### src/rtl/gyro_spi_reader.sv
// Periodic SPI burst reader: reads six gyro bytes every SAMPLE_PERIOD clocks and presents gx/gy/gz.
// Optional `GYRO_BIAS_EN: first 16 bursts calibrate a per-axis bias that is then subtracted.
module gyro_spi_reader #(
  parameter int unsigned CLK_DIV       = 50,
  parameter int unsigned SAMPLE_PERIOD = 100000,
  parameter logic [7:0]  START_REG     = 8'h43
) (
  input  logic        clk_100mhz,
  input  logic        rst_in,
  input  logic        miso_in,
  output logic        sclk_out,
  output logic        mosi_out,
  output logic        cs_n_out,
  output logic [15:0] gx,
  output logic [15:0] gy,
  output logic [15:0] gz,
  output logic        valid_out,
  output logic        busy_out,
  output logic        overrun_out
);

  // IDLE: wait for tick | SETUP: cs low before first edge | SHIFT: 56 SCLK periods | HOLD: cs low after last edge
  typedef enum logic [1:0] {IDLE, SETUP, SHIFT, HOLD} state_t;

  localparam logic [7:0]  CMD         = {1'b1, START_REG[6:0]};
  localparam logic [31:0] PERIOD_LAST = 32'(SAMPLE_PERIOD - 1);
  localparam logic [7:0]  DIV_LOAD    = 8'(CLK_DIV - 1);

  state_t      state, state_nxt;
  logic [31:0] cnt;
  logic [7:0]  timer;
  logic [5:0]  bit_cnt;
  logic [47:0] sr;
  logic        tick, tmr_done;
  logic [15:0] raw_x, raw_y, raw_z;

  assign tick     = (cnt == PERIOD_LAST);
  assign tmr_done = (timer == 8'd0);
  assign busy_out = ~cs_n_out;
  assign raw_x    = sr[47:32];
  assign raw_y    = sr[31:16];
  assign raw_z    = sr[15:0];

`ifdef GYRO_BIAS_EN
  logic signed [19:0] acc_x, acc_y, acc_z;
  logic [4:0]         cal_cnt;

  function automatic logic signed [19:0] sext(input logic [15:0] v);
    return $signed({{4{v[15]}}, v});
  endfunction
`endif

  always_ff @(posedge clk_100mhz or negedge rst_in) begin
    if (!rst_in) state <= IDLE;
    else         state <= state_nxt;
  end

  always_comb begin
    state_nxt = state;
    case (state)
      IDLE:    if (tick) state_nxt = SETUP;
      SETUP:   if (tmr_done) state_nxt = SHIFT;
      SHIFT:   if (tmr_done && !sclk_out && bit_cnt == 6'd55) state_nxt = HOLD;
      HOLD:    if (tmr_done) state_nxt = IDLE;
      default: state_nxt = IDLE;
    endcase
  end

  always_ff @(posedge clk_100mhz or negedge rst_in) begin
    if (!rst_in) begin
      cnt         <= '0;
      timer       <= '0;
      bit_cnt     <= '0;
      sr          <= '0;
      sclk_out    <= 1'b0;
      mosi_out    <= 1'b0;
      cs_n_out    <= 1'b1;
      gx          <= '0;
      gy          <= '0;
      gz          <= '0;
      valid_out   <= 1'b0;
      overrun_out <= 1'b0;
`ifdef GYRO_BIAS_EN
      acc_x       <= '0;
      acc_y       <= '0;
      acc_z       <= '0;
      cal_cnt     <= '0;
`endif
    end else begin
      cnt         <= tick ? '0 : cnt + 32'd1;
      valid_out   <= 1'b0;
      overrun_out <= tick && (state != IDLE);
      if (state == IDLE) timer <= DIV_LOAD;
      else               timer <= tmr_done ? DIV_LOAD : timer - 8'd1;

      case (state)
        IDLE: if (tick) begin
          cs_n_out <= 1'b0;
          mosi_out <= CMD[7];
        end
        SETUP: if (tmr_done) begin
          sclk_out <= 1'b1;
          sr       <= {sr[46:0], miso_in};
          bit_cnt  <= '0;
        end
        SHIFT: if (tmr_done) begin
          if (sclk_out) begin
            sclk_out <= 1'b0;
            mosi_out <= (bit_cnt < 6'd7) ? CMD[3'd6 - bit_cnt[2:0]] : 1'b0;
          end else if (bit_cnt != 6'd55) begin
            sclk_out <= 1'b1;
            sr       <= {sr[46:0], miso_in};
            bit_cnt  <= bit_cnt + 6'd1;
          end
        end
        HOLD: if (tmr_done) begin
          cs_n_out <= 1'b1;
`ifdef GYRO_BIAS_EN
          if (cal_cnt != 5'd16) begin
            acc_x   <= acc_x + sext(raw_x);
            acc_y   <= acc_y + sext(raw_y);
            acc_z   <= acc_z + sext(raw_z);
            cal_cnt <= cal_cnt + 5'd1;
          end else begin
            gx        <= 16'(sext(raw_x) - (acc_x >>> 4));
            gy        <= 16'(sext(raw_y) - (acc_y >>> 4));
            gz        <= 16'(sext(raw_z) - (acc_z >>> 4));
            valid_out <= 1'b1;
          end
`else
          gx        <= raw_x;
          gy        <= raw_y;
          gz        <= raw_z;
          valid_out <= 1'b1;
`endif
        end
        default: ;
      endcase
    end
  end

endmodule
### config.mk
export PLATFORM = sky130hd
export DESIGN_NAME = gyro_spi_reader
export DESIGN_NICKNAME = d
export VERILOG_FILES = /design/src/rtl/gyro_spi_reader.sv
export SDC_FILE = /design/constraint.sdc
export NUM_CORES = 1
export LEC_CHECK = 0
export BUFFER_PORTS_ARGS = -buffer_cell sky130_fd_sc_hd__clkbuf_2
export CAP_MARGIN = 20
export CORE_UTILIZATION = 52
export CTS_BUF_LIST = sky130_fd_sc_hd__clkbuf_16
export CTS_CLUSTER_SIZE = 8
export DETAILED_ROUTE_END_ITERATION = 10
export PLACE_DENSITY_LB_ADDON = 0.05
export SYNTH_ARGS = -nofsm -noshare
export SYNTH_HDL_FRONTEND = slang
export SYNTH_SLANG_ARGS = --single-unit
### constraint.sdc
create_clock -name clk_100mhz -period 3.4 [get_ports clk_100mhz]
set_input_delay 0.17 -clock clk_100mhz [delete_from_list [all_inputs] [get_ports clk_100mhz]]
set_output_delay 0.17 -clock clk_100mhz [all_outputs]
set_load 0.02 [all_outputs]
==> results.toml <==
[run_status]
status = "finished, violations left"
failed_checks = "DRC"

[cells_and_area]
final_common_cell = "nand2_1"
final_util_pct = 62.9
drive_gt1_share_pct = 13.5
layout_common_cells = "nand2_1, dfrtp_1, clkbuf_2"
finish.instance_area_um2 = 7270
diodes = 0
syn2layout_area_growth_pct = 16.6
nets = 741
n_fill_cell = 984

[min_path]
hold_class = "primary input to async pin"

[place]
port_buffers = 56
hpwl_um = 7600
place_area_um2 = 6700
finalWeightedCongestion = 0.763

[global_routing]
grt.busiest_layer = "met2"
grt_pass1_wl_um = 21200
grt_max_degree = 101
grt.total_usage_pct = 21.5
grt_pass1_vias = 4575
use_met1_pct = 28.7
grt_overflow = 0
use_met3_pct = 6.21
use_met2_pct = 33.9
antenna_found_initial = 0

[die]
die-height_um = 112
rows = 39
dieArea_um2 = 12400
die_x_um = 112
initial_core_util_pct = 54.0
core-area_um2 = 11600
ios = 57

[logic_synthesis]
synth_cell_types = 43
async_reset_ff_share_pct = 100
netlist_area_um2 = 6240
synth_edf_count = 0
synth_seq_cells = 149
ys_seq_area_share_pct = 59.8
syn_inst = 670
syn_avg_cell_area_um2 = 9.31
synth_ff_type = "dfrtp_1"
syn_nets = 682
ys_warn_count = 0

[clock_network]
clock-root-buffer = "clkbuf_16"
cts-hold-fix-buffers = 2
cts_tree = "done"
clock_latency_ns = 0.42
cts_sinks = 149
cts_buffers = 17
clock_path_buffers = 2
cts_setup_buffers = 0
cts.clk_slew.worst_paths_ns = 0.06
cts_resized = 0
cts.htree.levels = 4

[timing]
rsz0062_at_grt = "false"
whs_ns = 0.428
worst_pin_slew_ns = 1.01
fin_crit_ns = 2.65
hold_viol_final = 0
fin_crit_sh_pct = 77.8
clock_skew_ns = 0.0112
setup_tns_ns = 0
setup_viol = 0
slew_viol_final = 0
timing.fmax_mhz = 378
relSlewSlack_pct = 32.8

[power]
ir_worst_vdd_v = 0.000445
total_power_mw = 3.56
power_density_nw_per_um2 = 489
p_leak_nw = 3.88

[route]
wirelength_um = 11800
dr.first_iter.drc_count = 319
drt_first_pass_iters = 7
dr_total_vias = 4538
viasPerCell = 5.13
wl_per_cell_um = 13.3
ant_nets = 0
drcViolationCount = 8

[worst_setup_path]
critPathCaptureType = "register"
slowest_delay_ns = 0.83
crit_type = "register to register"
worst-path-buf-inv = 1
cp_data_arrival_time_ns = 2.99
crit_family = "compound AO/OA/AOI/OAI gates"
crit_slowest_cell = "a21bo_2"
r2r_start = "state[0]"
start_kind = "register"
required_ns = 3.75
cp_max_fo = 54
cp-startpoint = "state[0]"
cp_cell_sequence = "inv_1, ha_1, nand2b_1, a21bo_2, o21ba_2, mux2i_1"

[flow_run]
cap_violations = 0
## power by group
group | total, mW | internal [mW] | switching (mW)
Combinational | 0.0390 | 0.00538 | 0.0336
Sequential | 1.77 | 1.77 | 0
Clock | 1.75 | 1.06 | 0.690
## cell families after synthesis
logic type	after synthesis	share of synthesized area, %
buffers and inverters	33	2.03
AOI/OAI and AO/OA	28	3.39
xor gates and xnor gates	34	4.77
adders and majority gates	9	1.80
muxes	3	0.501
DFF	149	59.8
and+or+nand+nor	414	27.7
## final timing paths
check,end,slack [ns],depth (start not counted)
worst min-delay path,cnt[29],0.43,2
worst max-delay path,bit_cnt[2],0.75,6
max in group asynchronous,sr[9],2.20,3
worst max register to register,bit_cnt[2],0.75,6
min in group clk_100mhz,gx[5],0.46,2
worst min register to register,gx[5],0.46,2
## per-stage QoR
| stage | worst slack (ns) | std cells |
|---|---|---|
| after floorplan | 0.930 | 670 |
| final | 0.754 | 885 |
| after global placement | 0.862 | 851 |
| after detailed placement | 0.782 | 851 |
| after global routing | 0.565 | 885 |
| after CTS | 0.760 | 885 |
## cell type report
| class | count | area (um^2) | area share (%) |
|---|---|---|---|
| sequential | 149 | 3730 | 51.3 |
| multi-input combinational | 488 | 2400 | 33.0 |
| clock buffer | 17 | 425 | 5.85 |
| timing repair buffer | 64 | 377 | 5.18 |
| tap | 143 | 179 | 2.46 |
| clock inverter | 15 | 126 | 1.74 |
| inverter | 9 | 33.8 | 0.464 |
## flip-flops by register name, summed over array words and instances (netlist names)
name	count
bit_cnt	6
cnt	32
cs_n_out	1
gx	16
gy	16
gz	16
mosi_out	1
overrun_out	1
sclk_out	1
sr	48
state	2
timer	8
valid_out	1
## Yosys cell counts (2+ instances only)
cell type	count	area, um^2
nand2_1	320	1200
dfrtp_1	148	3700
nor2_1	25	93.8
clkbuf_1	22	82.6
xnor2_1	20	175
nand3_1	17	85.1
xor2_1	14	123
ha_1	9	113
inv_1	9	33.8
nor4_1	9	56.3
nand4_1	8	50.1
and3_1	7	43.8
nor3_1	7	35.0
a21oi_1	6	30.0
nand2b_1	4	25.0
nand4b_1	4	35.0
o21ai_0	4	20.0
a21o_1	3	22.5
o211ai_1	3	22.5
or3_1	3	18.8
a211oi_1	2	15.0
a22oi_1	2	15.0
and2_1	2	12.5
buf_2	2	10.0
mux2i_1	2	20.0
## routing by layer
| metal | routed length, um | vias to the layer above |
|---|---|---|
| li1 | - | 2267 |
| met4 | 144 | 0 |
| met2 | 5500 | 60 |
| met5 | 0 | - |
| met3 | 344 | 11 |
| met1 | 5820 | 2200 |
## worst reg2reg max path: cells and delay by family, from the launching register on
family                   cells  cell delay [ns]
adder cells (fa/ha/maj)      1             0.55
flip-flops                   1             0.41
buffers and inverters        1             0.12
multiplexers                 1             0.12
AO/OA/AOI/OAI                2             1.12
AND/OR/NAND/NOR              1             0.26
(Power assumes the default switching activity.)
